$ cat src/rtl/seg_scan_ctrl.sv
`default_nettype none
// ============================================================================
// Module      : seg_scan_ctrl
// Description : Time-multiplexed scan controller for a 4-digit common-anode
//               7-segment display. Each digit slot is BLANK_CYC dark cycles
//               followed by SHOW_CYC lit cycles, in digit order 0,1,2,3.
//               A new 4-digit BCD value is captured into a shadow register
//               through a ready/load handshake and transferred to the active
//               (displayed) register only at a frame boundary, so a frame
//               never mixes old and new digits.
//
// Ports       : clk          - clock, all state updates on rising edge
//               rst          - synchronous active-high reset
//               load         - capture digits_in (honoured only when ready)
//               digits_in    - BCD value, [15:12] digit 3 .. [3:0] digit 0
//               lzb          - leading-zero blanking enable
//               ready        - high when a load will be accepted
//               x3..x0       - BCD code to the shared decoder (x3 = MSB)
//               an           - active-low digit enables, an[k] = digit k
//               frame_tick   - one-cycle pulse in the last cycle of a frame
//
// Revision    : 1.0 - initial release
// ============================================================================
module seg_scan_ctrl #(
    parameter int BLANK_CYC = 2,
    parameter int SHOW_CYC  = 1000
) (
    input  logic        clk,
    input  logic        rst,
    input  logic        load,
    input  logic [15:0] digits_in,
    input  logic        lzb,
    output logic        ready,
    output logic        x3,
    output logic        x2,
    output logic        x1,
    output logic        x0,
    output logic [3:0]  an,
    output logic        frame_tick
);

    // Terminal counts of the slot counter in each state.
    localparam logic [15:0] c_blank_last = 16'(BLANK_CYC - 1);
    localparam logic [15:0] c_show_last  = 16'(SHOW_CYC - 1);

    // Scan state encoding.
    localparam logic [0:0] c_st_blank = 1'b0;
    localparam logic [0:0] c_st_show  = 1'b1;

    // ------------------------------------------------------------------------
    // Registers
    // ------------------------------------------------------------------------
    logic [0:0]  r_state;
    logic [1:0]  r_idx;
    logic [15:0] r_cnt;
    logic [15:0] r_active;
    logic [15:0] r_shadow;
    logic        r_pending;
    logic [3:0]  r_x;
    logic [3:0]  r_an;
    logic        r_frame_tick;

    // ------------------------------------------------------------------------
    // Next-state values
    // ------------------------------------------------------------------------
    logic [0:0]  w_state_n;
    logic [1:0]  w_idx_n;
    logic [15:0] w_cnt_n;
    logic        w_boundary;
    logic        w_accept;
    logic [15:0] w_active_n;
    logic [15:0] w_shadow_n;
    logic        w_pending_n;
    logic [3:0]  w_digit_n;
    logic        w_lead_zero;
    logic        w_blank_digit;
    logic [3:0]  w_an_n;
    logic        w_frame_tick_n;

    // Scan sequencing: counter runs within a state and clears on every
    // state change; the digit index advances when a SHOW slot ends.
    always_comb begin
        w_state_n  = r_state;
        w_idx_n    = r_idx;
        w_cnt_n    = r_cnt + 16'd1;
        w_boundary = 1'b0;
        case (r_state)
            c_st_blank: begin
                if (r_cnt == c_blank_last) begin
                    w_state_n = c_st_show;
                    w_cnt_n   = '0;
                end
            end
            default: begin
                if (r_cnt == c_show_last) begin
                    w_state_n  = c_st_blank;
                    w_cnt_n    = '0;
                    w_idx_n    = r_idx + 2'd1;
                    w_boundary = (r_idx == 2'd3);
                end
            end
        endcase
    end

    // Handshake and double buffering. The transfer uses the pending flag as
    // it stands before this edge, so a load accepted in the boundary cycle
    // waits for the next boundary.
    always_comb begin
        w_accept    = load & ~r_pending;
        w_active_n  = (w_boundary & r_pending) ? r_shadow : r_active;
        w_shadow_n  = w_accept ? digits_in : r_shadow;
        w_pending_n = w_accept | (r_pending & ~w_boundary);
    end

    // Output decode is computed from the next-state values and registered,
    // so the outputs line up with the state they describe and never glitch.
    always_comb begin
        case (w_idx_n)
            2'd0:    w_digit_n = w_active_n[3:0];
            2'd1:    w_digit_n = w_active_n[7:4];
            2'd2:    w_digit_n = w_active_n[11:8];
            default: w_digit_n = w_active_n[15:12];
        endcase

        // A digit is a leading zero when it and every digit to its left are
        // zero; the rightmost digit is always shown.
        case (w_idx_n)
            2'd0:    w_lead_zero = 1'b0;
            2'd1:    w_lead_zero = (w_active_n[15:4] == 12'd0);
            2'd2:    w_lead_zero = (w_active_n[15:8] == 8'd0);
            default: w_lead_zero = (w_active_n[15:12] == 4'd0);
        endcase

        w_blank_digit = (w_digit_n > 4'd9) | (lzb & w_lead_zero);

        if ((w_state_n == c_st_show) && !w_blank_digit) begin
            w_an_n = ~(4'b0001 << w_idx_n);
        end else begin
            w_an_n = 4'b1111;
        end

        w_frame_tick_n = (w_state_n == c_st_show) && (w_idx_n == 2'd3) &&
                         (w_cnt_n == c_show_last);
    end

    // ------------------------------------------------------------------------
    // State update
    // ------------------------------------------------------------------------
    always_ff @(posedge clk) begin
        if (rst) begin
            r_state      <= c_st_blank;
            r_idx        <= 2'd0;
            r_cnt        <= 16'd0;
            r_active     <= 16'd0;
            r_shadow     <= 16'd0;
            r_pending    <= 1'b0;
            r_x          <= 4'd0;
            r_an         <= 4'b1111;
            r_frame_tick <= 1'b0;
        end else begin
            r_state      <= w_state_n;
            r_idx        <= w_idx_n;
            r_cnt        <= w_cnt_n;
            r_active     <= w_active_n;
            r_shadow     <= w_shadow_n;
            r_pending    <= w_pending_n;
            r_x          <= w_digit_n;
            r_an         <= w_an_n;
            r_frame_tick <= w_frame_tick_n;
        end
    end

    // ------------------------------------------------------------------------
    // Outputs
    // ------------------------------------------------------------------------
    assign ready      = ~r_pending;
    assign x3         = r_x[3];
    assign x2         = r_x[2];
    assign x1         = r_x[1];
    assign x0         = r_x[0];
    assign an         = r_an;
    assign frame_tick = r_frame_tick;

endmodule
`default_nettype wire

$ cat config.mk
export PLATFORM = sky130hd
export DESIGN_NAME = seg_scan_ctrl
export DESIGN_NICKNAME = d
export VERILOG_FILES = /design/src/rtl/seg_scan_ctrl.sv
export SDC_FILE = /design/constraint.sdc
export NUM_CORES = 1
export LEC_CHECK = 0
export BUFFER_PORTS_ARGS = -buffer_cell sky130_fd_sc_hd__clkbuf_2
export CAP_MARGIN = 20
export CORE_AREA = 3 3 100 102
export DETAILED_ROUTE_END_ITERATION = 12
export DIE_AREA = 0 0 103 105
export PLACE_DENSITY = 0.44
export SETUP_SLACK_MARGIN = 0.5
export SYNTH_ARGS = -nofsm -noshare
export SYNTH_HDL_FRONTEND = slang
export SYNTH_SLANG_ARGS = --single-unit
export TNS_END_PERCENT = 10
$ cat constraint.sdc
create_clock -name clk -period 2.8 [get_ports clk]
set_input_delay 0.28 -clock clk [delete_from_list [all_inputs] [get_ports clk]]
set_output_delay 0.28 -clock clk [all_outputs]
set_load 0.02 [all_outputs]
# ---- Word level (Yosys, flattened, before mapping)
# Index checks and enable logic that the tools add are counted.
dict set report classes {
  n_reduce_logical 9
  n_bitwise 10
  order_cmp 1
  n_addsub 2
  shift 1
  n_mux 13
  n_eq_ne 7
}
# cell count
set ops {}
lappend ops {{16-bit 2-to-1 mux} 4}
lappend ops {{16-bit by 10-bit equality test with 1-bit output, second input constant} 2}
lappend ops {{16-bit by 1-bit adder with 16-bit output, second input constant} 1}
lappend ops {{16-bit by 1-bit equality test with 1-bit output, second input constant} 1}
lappend ops {{12-bit logical NOT} 1}
lappend ops {{4-bit case mux with 3 select lines} 1}
lappend ops {{8-bit logical NOT} 1}
lappend ops {{2-bit equality test, second input constant} 3}
lappend ops {{1-bit 2-to-1 mux} 5}
lappend ops {{1-bit AND} 4}
lappend ops {{4-bit > comparator, second input constant} 1}
lappend ops {{4-bit logical NOT} 1}
lappend ops {{2-bit 2-to-1 mux} 2}
lappend ops {{4-bit NOT} 1}
lappend ops {{1-bit by 2-bit << shifter with 4-bit output, first input constant} 1}
lappend ops {{1-bit logical AND} 3}
lappend ops {{1-bit NOT} 3}
lappend ops {{1-bit case mux with 3 select lines} 1}
lappend ops {{2-bit by 1-bit adder with 2-bit output, second input constant} 1}
lappend ops {{2-bit by 1-bit equality test with 1-bit output, second input constant} 1}
lappend ops {{2-bit logical NOT} 1}
lappend ops {{1-bit OR} 2}
lappend ops {{2-bit OR reduction} 1}
lappend ops {{1-bit logical NOT} 1}
dict set report word_totals {
  wordCells 52
  output_inout_bits 10
  in_bits 20
  reg_bits 61
}

# ---- Depth between registers and ports, before layout
# Gate-level depths: netlist (run 1).
dict set report logic_depth {
  depth_word 13
  ltp_mapped 9
  mapped_depth_nobuf 8
}

# ---- Worst setup path after synthesis (run 1)
# OpenSTA, ideal clock, no wires.
dict set report synth_timing {
  path_type {reg-to-reg}
  startpoint {reg r_cnt[11]}
  endpoint {reg r_an[0] (netlist: an[0])}
  t_arrival_ns 2.895
  setup_time_ns 0.143
  n_path_buf 2
  path_stages_with_launch 10
  path_slack_ns -0.238
  path_cell_list {dfxtp_1 > buf_6 > or4_4 > nor4_4 > xor2_1 > buf_4 > mux4_2 > mux2_2 > o31ai_4 > nand4_1}
}
dict set report synth_between {
  elab_chain_len 13
  word_cells_on_any_way 28
  cone_classes {order compare (1); eq/ne (4); shift (1); mux (10); bitwise (5); reduce/logical (7)}
}
# item line_no
set synth_rtl {}
lappend synth_rtl {{start, declared} 55} ;# logic [15:0] r_cnt;
lappend synth_rtl {{start signal, assigned} 163} ;# r_cnt <= w_cnt_n;
lappend synth_rtl {{branches (longest 13 deep; another with 4-bit > comparator)} -}
lappend synth_rtl {{end signal, assigned} 168} ;# r_an <= w_an_n;
lappend synth_rtl {{end, declared} 60} ;# logic [3:0] r_an;
# Parallel ways; which one is timed is not known.
# A chain may end at the register's enable or synchronous reset.

# ---- Worst setup path after layout (run 1)
dict set report layout_timing {
  startpoint {reg r_cnt[10]}
  endpoint {reg r_an[0] (netlist: an[0])}
}
# The elaborated chain is that of the path after synthesis.

==> impl_metrics.tcl, run 1 <==
set metrics [dict create \
    postCtsHoldBufs 0 \
    finalWirelength_um 6880 \
    ff2ff_setup_slack_ns -0.04 \
    gp_congestion 0.800 \
    grt_use_total 0.138 \
    synth_nets 347 \
    ys_top_cells_by_area "dfxtp_1 45%, nand2_1 11%, a21oi_1 6.1%" \
    drc 0 \
    wl_met2_um 2780 \
    htree_levels 3 \
    min_period_over_period 1.02 \
    cts_tree "done" \
    synth_top_cell_by_area "dfxtp_1" \
    initialDrtViolationCount 124 \
    vias 2410 \
    yosys-top-cells-count "77 x nand2_1, 61 x dfxtp_1, 33 x a21oi_1" \
    rows 35 \
    regArea_sq_um 1220 \
    synth_edf_count 0 \
    synthMostInstantiatedCell "nand2_1" \
    ys_async_sr_fraction 0 \
    start_util 0.296 \
    io_buffers 29 \
    drive_gt1_frac 0.249 \
    power_leakage_nw 1.32 \
    setup_tns_ns -0.131 \
    pin_count 30 \
    grt_overflow 0 \
    dpl.hpwl_um 5070 \
    worst_pin_slew_ns 0.524 \
    first_pass_iters 4 \
    wl_met3_um 279 \
    holdCritPathClass "input port to flip-flop" \
    finalSetupViolations 4 \
    nFillCells 979 \
    grt_pass1_wl_um 11700 \
    syn_to_final_growth_pct 24.5 \
    power_density_nw_per_um2 525 \
    hold_ws_ns 0.151 \
    diodes 0 \
    vias_per_cell 4.86 \
    grt_pass1_vias 2276 \
    vdd_ir_drop_max_uv 216 \
    nets 403 \
    highest_layer "met4" \
    rsz0062_at_grt "yes" \
    worstPathArrival_ns 3.05 \
    postSynthAreaPerCell_sq_um 8.40 \
    fmax_mhz 352 \
    crit_path_end_kind "flip-flop" \
    root_buffer "clkbuf_8" \
    final-max-slew-violation-count 0 \
    slew_headroom 0.651 \
    required_ns 3.00 \
    hold_viol 0 \
    yosysTopAreaCellShare 0.449 \
    met1Wirelength_um 3790 \
    drtAntennaViolNets 0 \
    cts_num_sinks 61 \
    synth_cell_types 43 \
    seq_area_frac_synth 0.449 \
    synthFlopType "dfxtp_1" \
    period_needed_ns 2.84 \
    crit_type "flip-flop to flip-flop" \
    multi_input_area_sq_um 1410 \
    violations "negative setup slack" \
    wl_per_cell_um 13.9 \
    numCtsBuffers 9 \
    die-height_um 105 \
    synth_seq_cells 61 \
    cp_max_fo 5 \
    outcome "finished, violations left" \
    setup_ws_ns -0.0435 \
    startpoint_type "flip-flop" \
    synthCells 324 \
    design.core.area_sq_um 9200 \
    cts_buffer_depth 2 \
    antenna_found_initial 0 \
    clock_skew_ns 0.0134 \
    dieArea_sq_um 10800 \
    drv_cap 0 \
    grt_max_degree 43 \
    clk_latency_ns 0.34 \
    yosys_warnings 0 \
    p_total_mw 1.78 \
    path_clk_slew_ns 0.08 \
    floorplan.die.width_um 103 \
    syn_area_sq_um 2720 \
]
registers in the layout, summed over array words and instances, names as in the netlist:
signal / count
an: 4
frame_tick: 1
r_active: 16
r_cnt: 16
r_idx: 2
r_pending: 1
r_shadow: 16
r_state: 1
r_x: 4
worst max-delay path, cell delays in order (launching register included):
cell and delay [ns]:
dfxtp_2 0.33, or4_4 0.56, nor4_4 0.31, xor2_1 0.17, buf_4 0.17, mux4_2 0.50, mux2_4 0.29, o31ai_4 0.24
nand4_1 0.13
kinds of logic after synthesis:
group,synth area share
xor+xnor,0.0542
fa+ha+maj,0.0138
simple gates,0.275
flops,0.449
mux,0.0620
buf+inv,0.0358
compound gates,0.110
per-stage QoR:
step / util / instances / instance area [sq um] / setup WS [ns]
after detailed placement: 0.345 / 478 / 3170 / -0.0661
after CTS: 0.367 / 495 / 3380 / -0.0670
after floorplan: - / 324 / 2720 / -0.238
after global routing: 0.369 / 496 / 3390 / -0.216
final: 0.369 / 496 / 3390 / -0.0435
after global placement: 0.345 / 478 / 3170 / -0.00276
layout make-up:
type	count	share of cell area
clock buffer	10	0.0406
sequential	61	0.361
timing repair buffer	64	0.124
multi-input combinational	240	0.417
clock inverter	6	0.0133
tap	111	0.0410
inverter	4	0.00443
cells in the final DEF, fill, tap and decap left out, types with 3 or more instances in the layout:
cell type	Yosys	final
nand4_1	8	8
nand3_1	12	12
and3_1	5	5
buf_4	1	33
inv_1	4	4
xor2_1	8	8
a21oi_1	33	33
nand2_1	77	77
nor4_1	7	7
clkbuf_2	0	29
dfxtp_1	61	60
nor2b_1	4	3
mux4_2	5	5
mux2i_1	3	3
ha_1	3	3
clkbuf_8	0	10
nor2_1	32	32
xnor2_1	7	7
nor3_1	6	6
report_power, final:
part	total [mW]	internal (mW)	switching, mW
clock network	0.721	0.351	0.370
logic	0.136	0.0521	0.0842
registers	0.921	0.895	0.0264
total	1.78	1.30	0.481
path summary, 6_finish.rpt:
check | to | start | cells after the start
worst max-delay path | an[0]$_SDFF_PP1_ | r_cnt[10]$_SDFF_PP0_ | 8
worst min-delay path | r_shadow[5]$_SDFFE_PP0P_ | digits_in[5] | 3
worst max register to register | an[0]$_SDFF_PP1_ | r_cnt[10]$_SDFF_PP0_ | 8
worst min register to register | r_active[1]$_SDFF_PP0_ | r_active[1]$_SDFF_PP0_ | 2
per-layer routing:
| metal | up-vias | GRT usage |
|---|---|---|
| li1 | 1235 | - |
| met1 | 1129 | 0.218 |
| met2 | 41 | 0.176 |
| met3 | 5 | 0.0427 |
| met4 | 0 | 0.0389 |
| met5 | - | 0 |
timing repair:
item                                    CTS  global route
setup buffers                             1             1
gates cloned                              0             0
pin swaps                                 2             4
resized for setup                         5             2
endpoints found under the setup margin   20            24
Note: power is estimated with default switching activity, not from simulation.
==> inputs of run 2 (changes only) <==
Settings changed: PLACE_DENSITY 0.44 to 0.43.
Clock period 2.8 ns to 3.2 ns, I/O delays scaled along.
==> run 2 against run 1 <==
Against the previous run:
- the flow now finishes without violations
- clock power fell by 4.7%
- critical endpoint is now an[2]$_SDFF_PP1_
- clock skew shrank 0.0025 ns
- setup slack improved by 0.39 ns
- routed wire length up 1.1%
- cell area shrank 3.2%
==> impl_metrics.tcl, run 2 (synthesis results as in run 1) <==
set metrics [dict create \
    crit_start "r_cnt[14]$_SDFF_PP0_" \
    gp_congestion 0.812 \
    drtAntennaViolNets 0 \
    cp_max_fo 4 \
    p_total_mw 1.61 \
    grt_pass1_wl_um 11400 \
    die-height_um 105 \
    p_clk_frac 0.428 \
    holdCritPathClass "input port to flip-flop" \
    start_util 0.296 \
    crit_top_cell "buf_6" \
    drive_gt1_frac 0.217 \
    clock_skew_ns 0.0109 \
    wl_per_cell_um 14.5 \
    placed_area_sq_um 3020 \
    worstPathArrival_ns 3.06 \
    rr_endpoint "an[2]$_SDFF_PP1_" \
    diodes 0 \
    antenna_found_initial 0 \
    worst_pin_slew_ns 0.592 \
    path_buf_inv 3 \
    p_int_mw 1.19 \
    mostFrequentLayoutCell "nand2_1" \
    setup_ws_ns 0.344 \
    io_buffers 29 \
    first_pass_iters 5 \
    top_regs "r_active: 16 flops, r_cnt: 16 flops, r_shadow: 16 flops" \
    seqPwrFrac 0.505 \
    sw_frac_of_total 0.262 \
    postCtsHoldBufs 0 \
    cp_slowest_stage_delay_ns 0.57 \
    syn_to_final_growth_pct 20.5 \
    drv_cap 0 \
    required_ns 3.40 \
    numCtsBuffers 9 \
    hold_viol 0 \
    ff2ff_path_depth 10 \
    outcome "finished, final reports clean" \
    vias_per_cell 4.80 \
    grt_use_total 0.136 \
    fin_area_sq_um 3280 \
    initialDrtViolationCount 162 \
    path_clk_slew_ns 0.08 \
    cp-endpoint "an[2]$_SDFF_PP1_" \
    final_cell_mix "77 x nand2_1, 59 x dfxtp_1, 33 x a21oi_1" \
    startpoint_type "flip-flop" \
    r2r_start "r_cnt[14]$_SDFF_PP0_" \
    floorplan.die.width_um 103 \
    rsz0062_at_grt "yes" \
    crit_path_end_kind "flip-flop" \
    vias 2305 \
    cp.depth 10 \
    setup_tns_ns 0 \
    crit_family "simple AND/OR/NAND/NOR gates" \
    period_needed_ns 2.86 \
    rows 35 \
    pre_cts_ws_ns 0.218 \
    switchingPower_mw 0.421 \
    pin_count 30 \
    dpl.hpwl_um 5020 \
    vdd_ir_drop_max_uv 179 \
    slew_headroom 0.605 \
    grt_max_degree 43 \
    crit_type "flip-flop to flip-flop" \
    grt_pass1_vias 2170 \
    clk_latency_ns 0.34 \
    min_period_over_period 0.892 \
    cts_tree "done" \
    nets 387 \
    fmax_mhz 350 \
    dieArea_sq_um 10800 \
    cts_buffer_depth 2 \
    ff2ff_setup_slack_ns 0.34 \
    crit_slowest_cell "or4_4" \
    drc 0 \
    design.core.area_sq_um 9200 \
    power_density_nw_per_um2 490 \
    final-max-slew-violation-count 0 \
    power_frac_comb 0.068 \
    finalWirelength_um 6950 \
    path_cells "or4_4 -> nor4_4 -> xor2_1 -> buf_4 -> buf_6 -> buf_6 -> mux4_2 -> mux2_4 -> o31ai_4 -> nand4_1" \
    grt_overflow 0 \
    cts_num_sinks 61 \
    power_leakage_nw 1.23 \
    finalSetupViolations 0 \
    root_buffer "clkbuf_8" \
    htree_levels 3 \
]
## run 2: worst min-delay path by stage
stage                     slack [ns]                   endpoint  cells past startpoint              startpoint
after floorplan                 0.43     r_active[1]$_SDFF_PP0_                      2  r_active[1]$_SDFF_PP0_
after global placement          0.45     r_active[0]$_SDFF_PP0_                      2  r_active[0]$_SDFF_PP0_
final                           0.19  r_shadow[13]$_SDFFE_PP0P_                      3           digits_in[13]
after detailed placement        0.45     r_active[3]$_SDFF_PP0_                      2  r_active[3]$_SDFF_PP0_
after global routing            0.17  r_shadow[12]$_SDFFE_PP0P_                      3           digits_in[12]
after CTS                       0.17  r_shadow[13]$_SDFFE_PP0P_                      3           digits_in[13]
## run 2: layout make-up
| class | instances | area, sq um |
|---|---|---|
| flip-flops and latches | 61 | 1220 |
| fillers | 982 | 5920 |
| inverters | 4 | 15.0 |
| clock buffers | 9 | 124 |
| repair buffers | 48 | 295 |
| clock inverters | 7 | 73.8 |
| well taps | 111 | 139 |
| multi-input cells | 240 | 1410 |
## run 2: power groups by stage
stage	clock (mW)	sequential (mW)	combinational, mW
final	0.687	0.810	0.109
after global routing	0.750	0.815	0.126
after CTS	0.710	0.810	0.110
after detailed placement	0	0.828	0.109
after global placement	0	0.828	0.109
after floorplan	0	0.820	0.0731
## run 2: metrics by stage
stage               hold WS [ns]   util  std cells
finish                     0.190  0.357        480
global route               0.173  0.357        480
CTS                        0.173  0.355        479
detailed placement         0.452  0.329        458
global placement           0.447  0.329        458
floorplan                  0.433      -        324
## run 2: worst min-delay path: cells and delay by family
family	cells	cell delay, ns
AOI/OAI and AO/OA	1	0.05
buffers and inverters	1	0.08
and+or+nand+nor	1	0.04
## run 2: what timing repair did
| action | CTS | global route |
|---|---|---|
| pin swaps | 5 | 6 |
| gates cloned | 0 | 0 |
| setup endpoints to repair | 6 | 7 |
| setup buffers | 5 | 0 |
| gates resized for setup | 2 | 4 |
## run 2: per-layer routing
| metal | global-route usage | wire length (um) | vias to the layer above |
|---|---|---|---|
| li1 | - | - | 1200 |
| met1 | 0.213 | 3760 | 1058 |
| met2 | 0.172 | 2820 | 43 |
| met3 | 0.0394 | 318 | 4 |
| met4 | 0.0481 | 50 | 0 |
| met5 | 0 | 0 | - |
